<file path="config.mk">
export PLATFORM = sky130hd
export DESIGN_NAME = iic_bus_arbiter
export DESIGN_NICKNAME = d
export VERILOG_FILES = /design/src/rtl/iic_arb_pkg.sv /design/src/rtl/iic_rr_pick.sv /design/src/rtl/iic_bus_arbiter.sv
export SDC_FILE = /design/constraint.sdc
export NUM_CORES = 1
export LEC_CHECK = 0
export BUFFER_PORTS_ARGS = -buffer_cell sky130_fd_sc_hd__buf_2
export CAP_MARGIN = 20
export CORE_UTILIZATION = 40
export DETAILED_ROUTE_END_ITERATION = 10
export PLACE_DENSITY_LB_ADDON = 0.2
export SLEW_MARGIN = 20
export SYNTH_ARGS = -nofsm -noshare
export SYNTH_HDL_FRONTEND = slang
export SYNTH_SLANG_ARGS = --single-unit
</file>
<file path="constraint.sdc">
create_clock -name clk -period 12.45 [get_ports clk]
set_input_delay 1.8675 -clock clk [delete_from_list [all_inputs] [get_ports clk]]
set_output_delay 1.8675 -clock clk [all_outputs]
set_load 0.005 [all_outputs]
</file>
<file path="src/rtl/iic_arb_pkg.sv">
// Shared constants for the IIC bus arbiter: FSM encodings, widths and touch-controller register map.
package iic_arb_pkg;

  typedef logic [1:0] arb_state_t;

  localparam arb_state_t ST_IDLE  = 2'd0;
  localparam arb_state_t ST_GRANT = 2'd1;
  localparam arb_state_t ST_XFER  = 2'd2;
  localparam arb_state_t ST_DONE  = 2'd3;

  localparam int BYTE_W = 8;

  localparam logic [15:0] TS_CTRL_ADDR   = 16'h8040;
  localparam logic [15:0] TS_STATUS_ADDR = 16'h814E;
  localparam logic [15:0] TS_POINTS_ADDR = 16'h8150;

endpackage

</file>
<file path="src/rtl/iic_rr_pick.sv">
// Combinational round-robin picker: first eligible requester strictly after the last winner.
module iic_rr_pick #(
  parameter int NREQ  = 2,
  parameter int IDX_W = 1
) (
  input  logic [NREQ-1:0]  req,
  input  logic [NREQ-1:0]  mask,
  input  logic [IDX_W-1:0] last,
  output logic [NREQ-1:0]  pick_oh,
  output logic [IDX_W-1:0] pick_idx,
  output logic             pick_vld
);

  logic [NREQ-1:0]  elig;
  logic [IDX_W-1:0] cand;

  assign elig = req & ~mask;

  always_comb begin
    pick_oh  = '0;
    pick_idx = '0;
    pick_vld = 1'b0;
    cand     = '0;
    for (int k = 1; k <= NREQ; k++) begin
      cand = IDX_W'((int'(last) + k) % NREQ);
      if (!pick_vld && elig[cand]) begin
        pick_vld      = 1'b1;
        pick_idx      = cand;
        pick_oh[cand] = 1'b1;
      end
    end
  end

endmodule

</file>
<file path="src/rtl/iic_bus_arbiter.sv">
// Lock-style round-robin owner of one IIC engine and its 64x8 transfer buffer.
// Optional owner watchdog enabled by defining IIC_ARB_WDOG_EN.
module iic_bus_arbiter
  import iic_arb_pkg::*;
#(
  parameter int NREQ     = 2,
  parameter int ADDR_W   = 16,
  parameter int LEN_W    = 6,
  parameter int BUF_AW   = 6,
  parameter int HOLD_MAX = 1000000
) (
  input  logic                     clk,
  input  logic                     rstn,
  input  logic [NREQ-1:0]          req,
  output logic [NREQ-1:0]          gnt,
  input  logic [NREQ-1:0]          start,
  input  logic [NREQ-1:0]          r_we,
  input  logic [NREQ*ADDR_W-1:0]   r_addr,
  input  logic [NREQ*LEN_W-1:0]    r_len,
  output logic [NREQ-1:0]          done,
  input  logic [NREQ-1:0]          rb_we,
  input  logic [NREQ*BUF_AW-1:0]   rb_addr,
  input  logic [NREQ*BYTE_W-1:0]   rb_din,
  output logic [BYTE_W-1:0]        rb_dout,
  output logic                     iic_en,
  output logic                     iic_we,
  output logic [ADDR_W-1:0]        iic_addr,
  output logic [LEN_W-1:0]         iic_len,
  input  logic                     iic_rdy,
  input  logic                     e_buf_we,
  input  logic [BUF_AW-1:0]        e_buf_addr,
  input  logic [BYTE_W-1:0]        e_buf_wdata,
  output logic [BYTE_W-1:0]        e_buf_rdata,
  output logic                     wdog_err
);

  localparam int IDX_W = (NREQ > 1) ? $clog2(NREQ) : 1;

  if (NREQ < 2 || NREQ > 4 || HOLD_MAX < 1) begin : g_bad_param
    $error("iic_bus_arbiter: NREQ must be 2..4 and HOLD_MAX >= 1");
  end

  arb_state_t       state;
  logic [IDX_W-1:0] owner;
  logic [IDX_W-1:0] last_win;
  logic             zlen_q;

  logic [NREQ-1:0]  pick_oh;
  logic [IDX_W-1:0] pick_idx;
  logic             pick_vld;
  logic [NREQ-1:0]  arb_mask;
  logic             wdog_fire;

  logic [ADDR_W-1:0] addr_a  [NREQ];
  logic [LEN_W-1:0]  len_a   [NREQ];
  logic [BUF_AW-1:0] baddr_a [NREQ];
  logic [BYTE_W-1:0] bdin_a  [NREQ];

  for (genvar i = 0; i < NREQ; i++) begin : g_unpack
    assign addr_a[i]  = r_addr[i*ADDR_W +: ADDR_W];
    assign len_a[i]   = r_len[i*LEN_W +: LEN_W];
    assign baddr_a[i] = rb_addr[i*BUF_AW +: BUF_AW];
    assign bdin_a[i]  = rb_din[i*BYTE_W +: BYTE_W];
  end

  logic own_req, own_start;
  assign own_req   = req[owner];
  assign own_start = start[owner];

  iic_rr_pick #(
    .NREQ  (NREQ),
    .IDX_W (IDX_W)
  ) u_pick (
    .req      (req),
    .mask     (arb_mask),
    .last     (last_win),
    .pick_oh  (pick_oh),
    .pick_idx (pick_idx),
    .pick_vld (pick_vld)
  );

  // A zero-length start spends one XFER cycle with the engine untouched before DONE.
  always_ff @(posedge clk or negedge rstn) begin
    if (!rstn) begin
      state    <= ST_IDLE;
      owner    <= '0;
      last_win <= IDX_W'(NREQ - 1);
      gnt      <= '0;
      zlen_q   <= 1'b0;
      iic_we   <= 1'b0;
      iic_addr <= '0;
      iic_len  <= '0;
    end else begin
      case (state)
        ST_IDLE: begin
          if (pick_vld) begin
            owner <= pick_idx;
            gnt   <= pick_oh;
            state <= ST_GRANT;
          end
        end
        ST_GRANT: begin
          if (!own_req || wdog_fire) begin
            gnt      <= '0;
            last_win <= owner;
            state    <= ST_IDLE;
          end else if (own_start) begin
            iic_we   <= r_we[owner];
            iic_addr <= addr_a[owner];
            iic_len  <= len_a[owner];
            zlen_q   <= (len_a[owner] == '0);
            state    <= ST_XFER;
          end
        end
        ST_XFER: begin
          if (zlen_q || iic_rdy) state <= ST_DONE;
        end
        default: state <= ST_GRANT;
      endcase
    end
  end

  assign iic_en = (state == ST_XFER) && !zlen_q && !iic_rdy;
  assign done   = (state == ST_DONE) ? gnt : '0;

`ifdef IIC_ARB_WDOG_EN
  localparam int WCNT_W = $clog2(HOLD_MAX + 1);

  logic [WCNT_W-1:0] wcnt;
  logic [NREQ-1:0]   mask_q;
  logic              wdog_err_q;

  assign wdog_fire = (state == ST_GRANT) && own_req && !own_start &&
                     (wcnt == WCNT_W'(HOLD_MAX - 1));

  // Offender stays masked until it lets go of req, so a stuck owner cannot re-win at once.
  always_ff @(posedge clk or negedge rstn) begin
    if (!rstn) begin
      wcnt       <= '0;
      mask_q     <= '0;
      wdog_err_q <= 1'b0;
    end else begin
      wdog_err_q <= wdog_fire;
      if ((state != ST_GRANT) || !own_req || own_start || wdog_fire) wcnt <= '0;
      else wcnt <= wcnt + 1'b1;
      for (int i = 0; i < NREQ; i++) begin
        if (!req[i]) mask_q[i] <= 1'b0;
        else if (wdog_fire && (owner == IDX_W'(i))) mask_q[i] <= 1'b1;
      end
    end
  end

  assign arb_mask = mask_q;
  assign wdog_err = wdog_err_q;
`else
  assign wdog_fire = 1'b0;
  assign arb_mask  = '0;
  assign wdog_err  = 1'b0;
`endif

  logic              eng_sel;
  logic              buf_we;
  logic [BUF_AW-1:0] buf_addr;
  logic [BYTE_W-1:0] buf_din;
  logic [BYTE_W-1:0] mem [2**BUF_AW];

  assign eng_sel = (state == ST_XFER) && !zlen_q;

  always_comb begin
    if (eng_sel) begin
      buf_we   = e_buf_we;
      buf_addr = e_buf_addr;
      buf_din  = e_buf_wdata;
    end else begin
      buf_we   = (|gnt) && rb_we[owner];
      buf_addr = baddr_a[owner];
      buf_din  = bdin_a[owner];
    end
  end

  always_ff @(posedge clk) begin
    if (buf_we) mem[buf_addr] <= buf_din;
  end

  assign rb_dout     = mem[buf_addr];
  assign e_buf_rdata = mem[buf_addr];

endmodule

</file>
# [Yosys cells after proc, flatten, opt, wreduce, memory -nomap -nowiden]
# Memory sizes are Yosys's and may differ from the RTL's.
# Index checks and enable logic that the tools add are counted.
# W data, S select, Z words.
[classes] n_addsub=2 n_bitwise=3 order_cmp=6 n_eq_ne=7 n_reduce_logical=19 n_mux=48
[op_table] operator="$mux W16" n=3
[op_table] operator="$mux W6" n=7
[op_table] operator="$mux W8" n=4
[op_table] operator="$mux W1" n=21
[op_table] operator="$mux W2" n=9
[op_table] operator="$reduce_and A3 Y1" n=3
[op_table] operator="$logic_and A1 B1 Y1" n=6
[op_table] operator="$logic_not A6 Y1" n=1
[op_table] operator="$lt A1 B2 Y1 const B" n=3
[op_table] operator="$ne A2 B2 Y1 const B" n=3
[op_table] operator="$pmux W2 S3" n=1
[op_table] operator="$eq A2 B2 Y1 const B" n=2
[op_table] operator="$pmux W2 S2" n=1
[op_table] operator="$reduce_and A2 Y1" n=2
[op_table] operator="$logic_not A1 Y1" n=3
[op_table] operator="$ne A3 B3 Y1 const B" n=1
[op_table] operator="$add A1 B1 Y1 const B" n=2
[op_table] operator="$demux W1 S1" n=2
[op_table] operator="$eq A2 B1 Y1 const B" n=1
[op_table] operator="$ge A1 B1 Y1 const B" n=2
[op_table] operator="$ge A2 B2 Y1 const B" n=1
[op_table] operator="$logic_not A2 Y1" n=1
[op_table] operator="$not A1 Y2" n=1
[op_table] operator="$or A2 B2 Y2" n=1
[op_table] operator="4 further kinds" n=4
[word_totals] n_memories=1 in_bits=98 ramBits=512 word_cells=94 register_bits=30
[mem_list] memory="mem" depth=64 width=8 read_ports=1 rd_clocked_by_memory_dff=0 wr=1 line_no="iic_bus_arbiter.sv:165" source="logic [BYTE_W-1:0] mem [2**BUF_AW];"

# [Logic depth before layout (Yosys ltp)]
[logic_depth] depth_word=10 ltp_mapped=16

# [Cells and area by module]
# From an unflattened synthesis, not the netlist that was laid out.
[hier_totals] cells_unflattened=1481 hier_area_um2=22500.3
[by_module_without_submodules] module="iic_bus_arbiter" area_each_um2=22449.0 n_inst=1 seq_area_each_um2=16126.7 cells_per_inst=1475
[by_module_without_submodules] module="iic_rr_pick" area_each_um2=51.3 n_inst=1 seq_area_each_um2=0.0 cells_per_inst=6

# [Worst setup path after synthesis]
# Ideal clock, no wire load.
[synth_path] path_type="input-to-output" startpoint="input rb_addr[6]" endpoint="output rb_dout[3]" cell_stages=8 arrival_ps=4157 path_slack_ps=6425 required_time_ps=10582 path_cell_list="mux2_2 > mux2i_4 > buf_6 > mux4_1 > a32oi_1 > nand3_1 > or4b_1 > buf_4"
[synth_via] elab_chain_len=5
[synth_lines] element="start, declared" line_no="iic_bus_arbiter.sv:22" source="input logic [NREQ*BUF_AW-1:0] rb_addr,"
[synth_lines] element="$mux W6 (not written as such) (3 in series)" line_no="iic_bus_arbiter.sv:176" source="buf_addr = baddr_a[owner];"
[synth_lines] element="$mux W6" line_no="iic_bus_arbiter.sv:170" source="if (eng_sel) begin"
[synth_lines] element="$mem_v2 Z64 W8"
[synth_lines] element="end, declared" line_no="iic_bus_arbiter.sv:24" source="output logic [BYTE_W-1:0] rb_dout,"
# No other way between the ends. The select of a mux whose other input is x is not followed.

# [Final worst setup path]
[layout_path] startpoint="input rb_addr[1]" endpoint="output rb_dout[2]"
# The elaborated chain is that of the path after synthesis.

==> flow_metrics.env <==
export IMPL_outcome="finished, final reports clean"
export IMPL_placement_setup_worst_slack_ns=4.67
export IMPL_highest_count_cells_in_the_layout_ignoring_fill_and_taps="512 x edfxtp_1, 141 x nand2_1, 141 x buf_2"
export IMPL_area_growth_syn_to_layout_pct=13.8
export IMPL_synthesized_area_sq_um=22600
export IMPL_cts_buffers_inserted=56
export IMPL_worst_path_largest_cell_delay_ns=0.90
export IMPL_worstRegToRegCells=8
export IMPL_switching_share_pct=35.7
export IMPL_num_rows=86
export IMPL_netlist_top_cell_by_area="edfxtp_1"
export IMPL_seq_power_share_pct=40.5
export IMPL_postLayoutSetupSlackWorst_ns=4.67
export IMPL_floorplan_die_area_sq_um=57400
export IMPL_worstMarginPinSlew_ns=1.11
export IMPL_viasPerCell=5.84
export IMPL_ys_flop_type="edfxtp_1"
export IMPL_synth_edff_count=512
export IMPL_final_hold_viol_count=0
export IMPL_mostFrequentLayoutCell="edfxtp_1"
export IMPL_worstHoldEndpoint="iic_len[3]"
export IMPL_floorplan_die_height_um=240
export IMPL_min_delay_start="iic_len[3]"
export IMPL_place_congestion=0.904
export IMPL_synth_area_per_cell_sq_um=15.2
export IMPL_synth_top_cell_area_share_pct=68.1
export IMPL_critical_path_slowest_cell="a21oi_4"
export IMPL_drive_above_1_share_pct=19.9
export IMPL_min_period_ns=7.78
export IMPL_cellInternalPower_mw=3.69
export IMPL_cts_hold_fix_buffers=0
export IMPL_hold_depth=2
export IMPL_hold_class="reg2reg"
export IMPL_drt_first_iter_violations=1607
export IMPL_cp_top_family="compound AO/OA/AOI/OAI gates"
export IMPL_cp_arrival_ns=5.91
export IMPL_antenna_violating_nets_post_route=0
export IMPL_cts_reportedPaths_clkPinSlew_ns=0.06
export IMPL_io_port_bufs=141
export IMPL_comb_power_share_pct=32.8
export IMPL_cp_start_kind="input pin"
export IMPL_layout_area_seq_sq_um=16100
export IMPL_worst_hold_slack_across_all_endpoints_ns=0.472
export IMPL_grt_start_max_net_pins=73
export IMPL_post_synth_main_area_contributors="edfxtp_1 68%, mux2i_1 4.8%, dfrtp_1 3.2%, nand2_1 2.3%, mux4_2 1.7%"
export IMPL_power_switching_mw=2.04
export IMPL_tns_ns=0
export IMPL_ctsHtreeMaxLevel=2
export IMPL_detailroute_via_count=14119
export IMPL_period_share_pct=62.5
export IMPL_multi_input_comb_area_sq_um=5960
export IMPL_postSynthNetCount=1593
export IMPL_detail_route_wl_per_cell_um=27.6
export IMPL_syn_instance_count=1490
export IMPL_cellLeakagePower_nw=8.85
export IMPL_nNetsFinal=1723
export IMPL_drt_first_pass_iters=7
export IMPL_final_fill_count=4853
export IMPL_wirelength_um=66700
export IMPL_timing_slew_headroom_pct=25.9
export IMPL_finClkSkew_ns=0.0296
export IMPL_drv_cap=0
export IMPL_detailed_place_hpwl_um=41200
export IMPL_final_max_slew_viol_count=0
export IMPL_post_cts_buffers=0
export IMPL_die_width_um=240
export IMPL_fin_total_pwr_mw=5.73
export IMPL_grt_pass1_wl_um=96100
export IMPL_clock_fmax_mhz=129
export IMPL_clock_path_buffers=3
export IMPL_unrepaired_setup_endpoints_after_global_routing="false"
export IMPL_worstSetupEndpointType="primary output"
export IMPL_clk_insertion_delay_late_ns=0.62
export IMPL_setup_viol=0
export IMPL_ys_ff_latch=542
export IMPL_grtUsageTotal_pct=23.4
export IMPL_tritoncts="done"
export IMPL_via_count_of_the_first_global_routing_pass=13886
export IMPL_yosys_cell_types_count=73
export IMPL_crit_fanout=54
export IMPL_drc_errors=0
export IMPL_power_density_nw_per_um2=223
export IMPL_postCtsResizedCells=0
export IMPL_synth_seq_area_share_pct=71.4
export IMPL_num_io_pins=143
export IMPL_critical_path_cell_chain="buf_2 > mux2i_2 > a21oi_4 > buf_4 > nor3_2 > buf_4 > o2bb2ai_1 > a211oi_1 > o211ai_1 > or4b_1 > buf_2"
export IMPL_worstReg2RegEnd="mem[10][3]"
export IMPL_rrSetupSlack_ns=7.13
export IMPL_ctsRootBufferMaster="clkbuf_16"
export IMPL_crit_buf_inv=4
export IMPL_clock_sinks=542
export IMPL_critPathKind="in2out"
export IMPL_asyncSetResetFlopFracSynth_pct=5.54
export IMPL_critical_path_data_required_time_ns=10.58
export IMPL_crit_reg2reg_launch="owner"
export IMPL_synth_yosys_warnings=0
export IMPL_initial_utilization_pct=40.7
export IMPL_antenna_found_initial=2
export IMPL_core_area_sq_um=55400
export IMPL_power_clock_fraction_pct=26.6
export IMPL_ir_worst_vdd_uv=110
export IMPL_grt_overflow=0
-- layer usage --
layer	GRT usage (%)	vias to the layer above	share of wire, %
li1	-	6124	-
met1	31.1	7137	41
met2	35.7	690	45
met3	7.05	166	9.7
met4	9.89	2	4.4
met5	0	-	0.019
-- final cells by class --
cell class / instances / area share, %
Clock buffer: 70 / 5.74
Clock inverter: 34 / 0.623
Tap cell: 748 / 3.64
Multi-Input combinational cell: 828 / 23.2
Sequential cell: 542 / 62.8
Timing Repair Buffer: 173 / 3.70
Antenna cell: 3 / 0.0292
Inverter: 19 / 0.278
-- synthesized netlist by cell type (7+ instances only) --
| cell | instances |
|---|---|
| o2bb2ai_1 | 14 |
| buf_4 | 18 |
| a31oi_1 | 29 |
| mux2i_1 | 108 |
| mux2_2 | 29 |
| nand3_1 | 45 |
| a211o_1 | 8 |
| mux4_1 | 9 |
| nand4_1 | 15 |
| clkbuf_1 | 34 |
| nand2_1 | 141 |
| o21ai_0 | 58 |
| and3_1 | 12 |
| mux4_2 | 17 |
| o211ai_1 | 20 |
| a211oi_1 | 17 |
| inv_1 | 19 |
| nor2_1 | 95 |
| dfrtp_1 | 29 |
| a21oi_1 | 64 |
| a221oi_1 | 13 |
| edfxtp_1 | 512 |
| o22ai_1 | 11 |
| buf_2 | 38 |
| a32oi_1 | 7 |
| a22oi_1 | 27 |
-- worst register-to-register path: cells and delay by family, from the launching register on --
family	cells	cell delay, ns
and+or+nand+nor	3	2.28
buffers and inverters	3	1.24
muxes	1	0.78
DFF	1	0.56
AOI/OAI and AO/OA	1	0.07
-- metrics by stage --
| step | area, sq um | cells | utilization, % |
|---|---|---|---|
| finish | 25700 | 2417 | 46.4 |
| global route | 25700 | 2414 | 46.3 |
| CTS | 25700 | 2414 | 46.3 |
| detailed placement | 24000 | 2310 | 43.4 |
| global placement | 24000 | 2308 | 43.3 |
| floorplan | 22600 | 1490 | - |
-- flip-flops by register name, summed over array words and instances, names as in the netlist --
name,flops
iic_we,1
zlen_q,1
mem,512
gnt,2
owner,1
iic_addr,16
iic_len,6
last_win,1
state,2
-- cell families (layout without fill, tap and decap cells) --
| family | count (synthesis) | after routing | synth area share [%] |
|---|---|---|---|
| other | 1 | 4 | 0.0166 |
| buffers and inverters | 120 | 296 | 2.78 |
| flip-flops | 542 | 542 | 71.4 |
| AO/OA/AOI/OAI | 312 | 312 | 9.37 |
| AND/OR/NAND/NOR | 343 | 343 | 6.87 |
| multiplexers | 167 | 167 | 9.27 |
| adder cells (fa/ha/maj) | 5 | 5 | 0.277 |
-- power groups by stage --
stage | clock [mW] | combinational, mW | sequential, mW
final | 1.52 | 1.88 | 2.32
after floorplan | 0 | 1.14 | 2.39
after CTS | 1.55 | 1.87 | 2.32
after detailed placement | 0 | 1.86 | 2.36
after global placement | 0 | 1.84 | 2.36
after global routing | 1.62 | 1.99 | 2.33
-- worst max path at each step --
stage,slack (ns),depth (start not counted),startpoint,to
2_1_floorplan,6.43,8,rb_addr[6],rb_dout[3]
3_3_place_gp,4.78,10,rb_addr[7],e_buf_rdata[2]
3_5_place_dp,4.67,11,rb_addr[1],rb_dout[2]
4_1_cts,4.67,11,rb_addr[1],rb_dout[2]
5_1_grt,4.57,11,rb_addr[1],e_buf_rdata[2]
6_report,4.67,11,rb_addr[1],rb_dout[2]
Note: power is estimated with default switching activity, not from simulation.
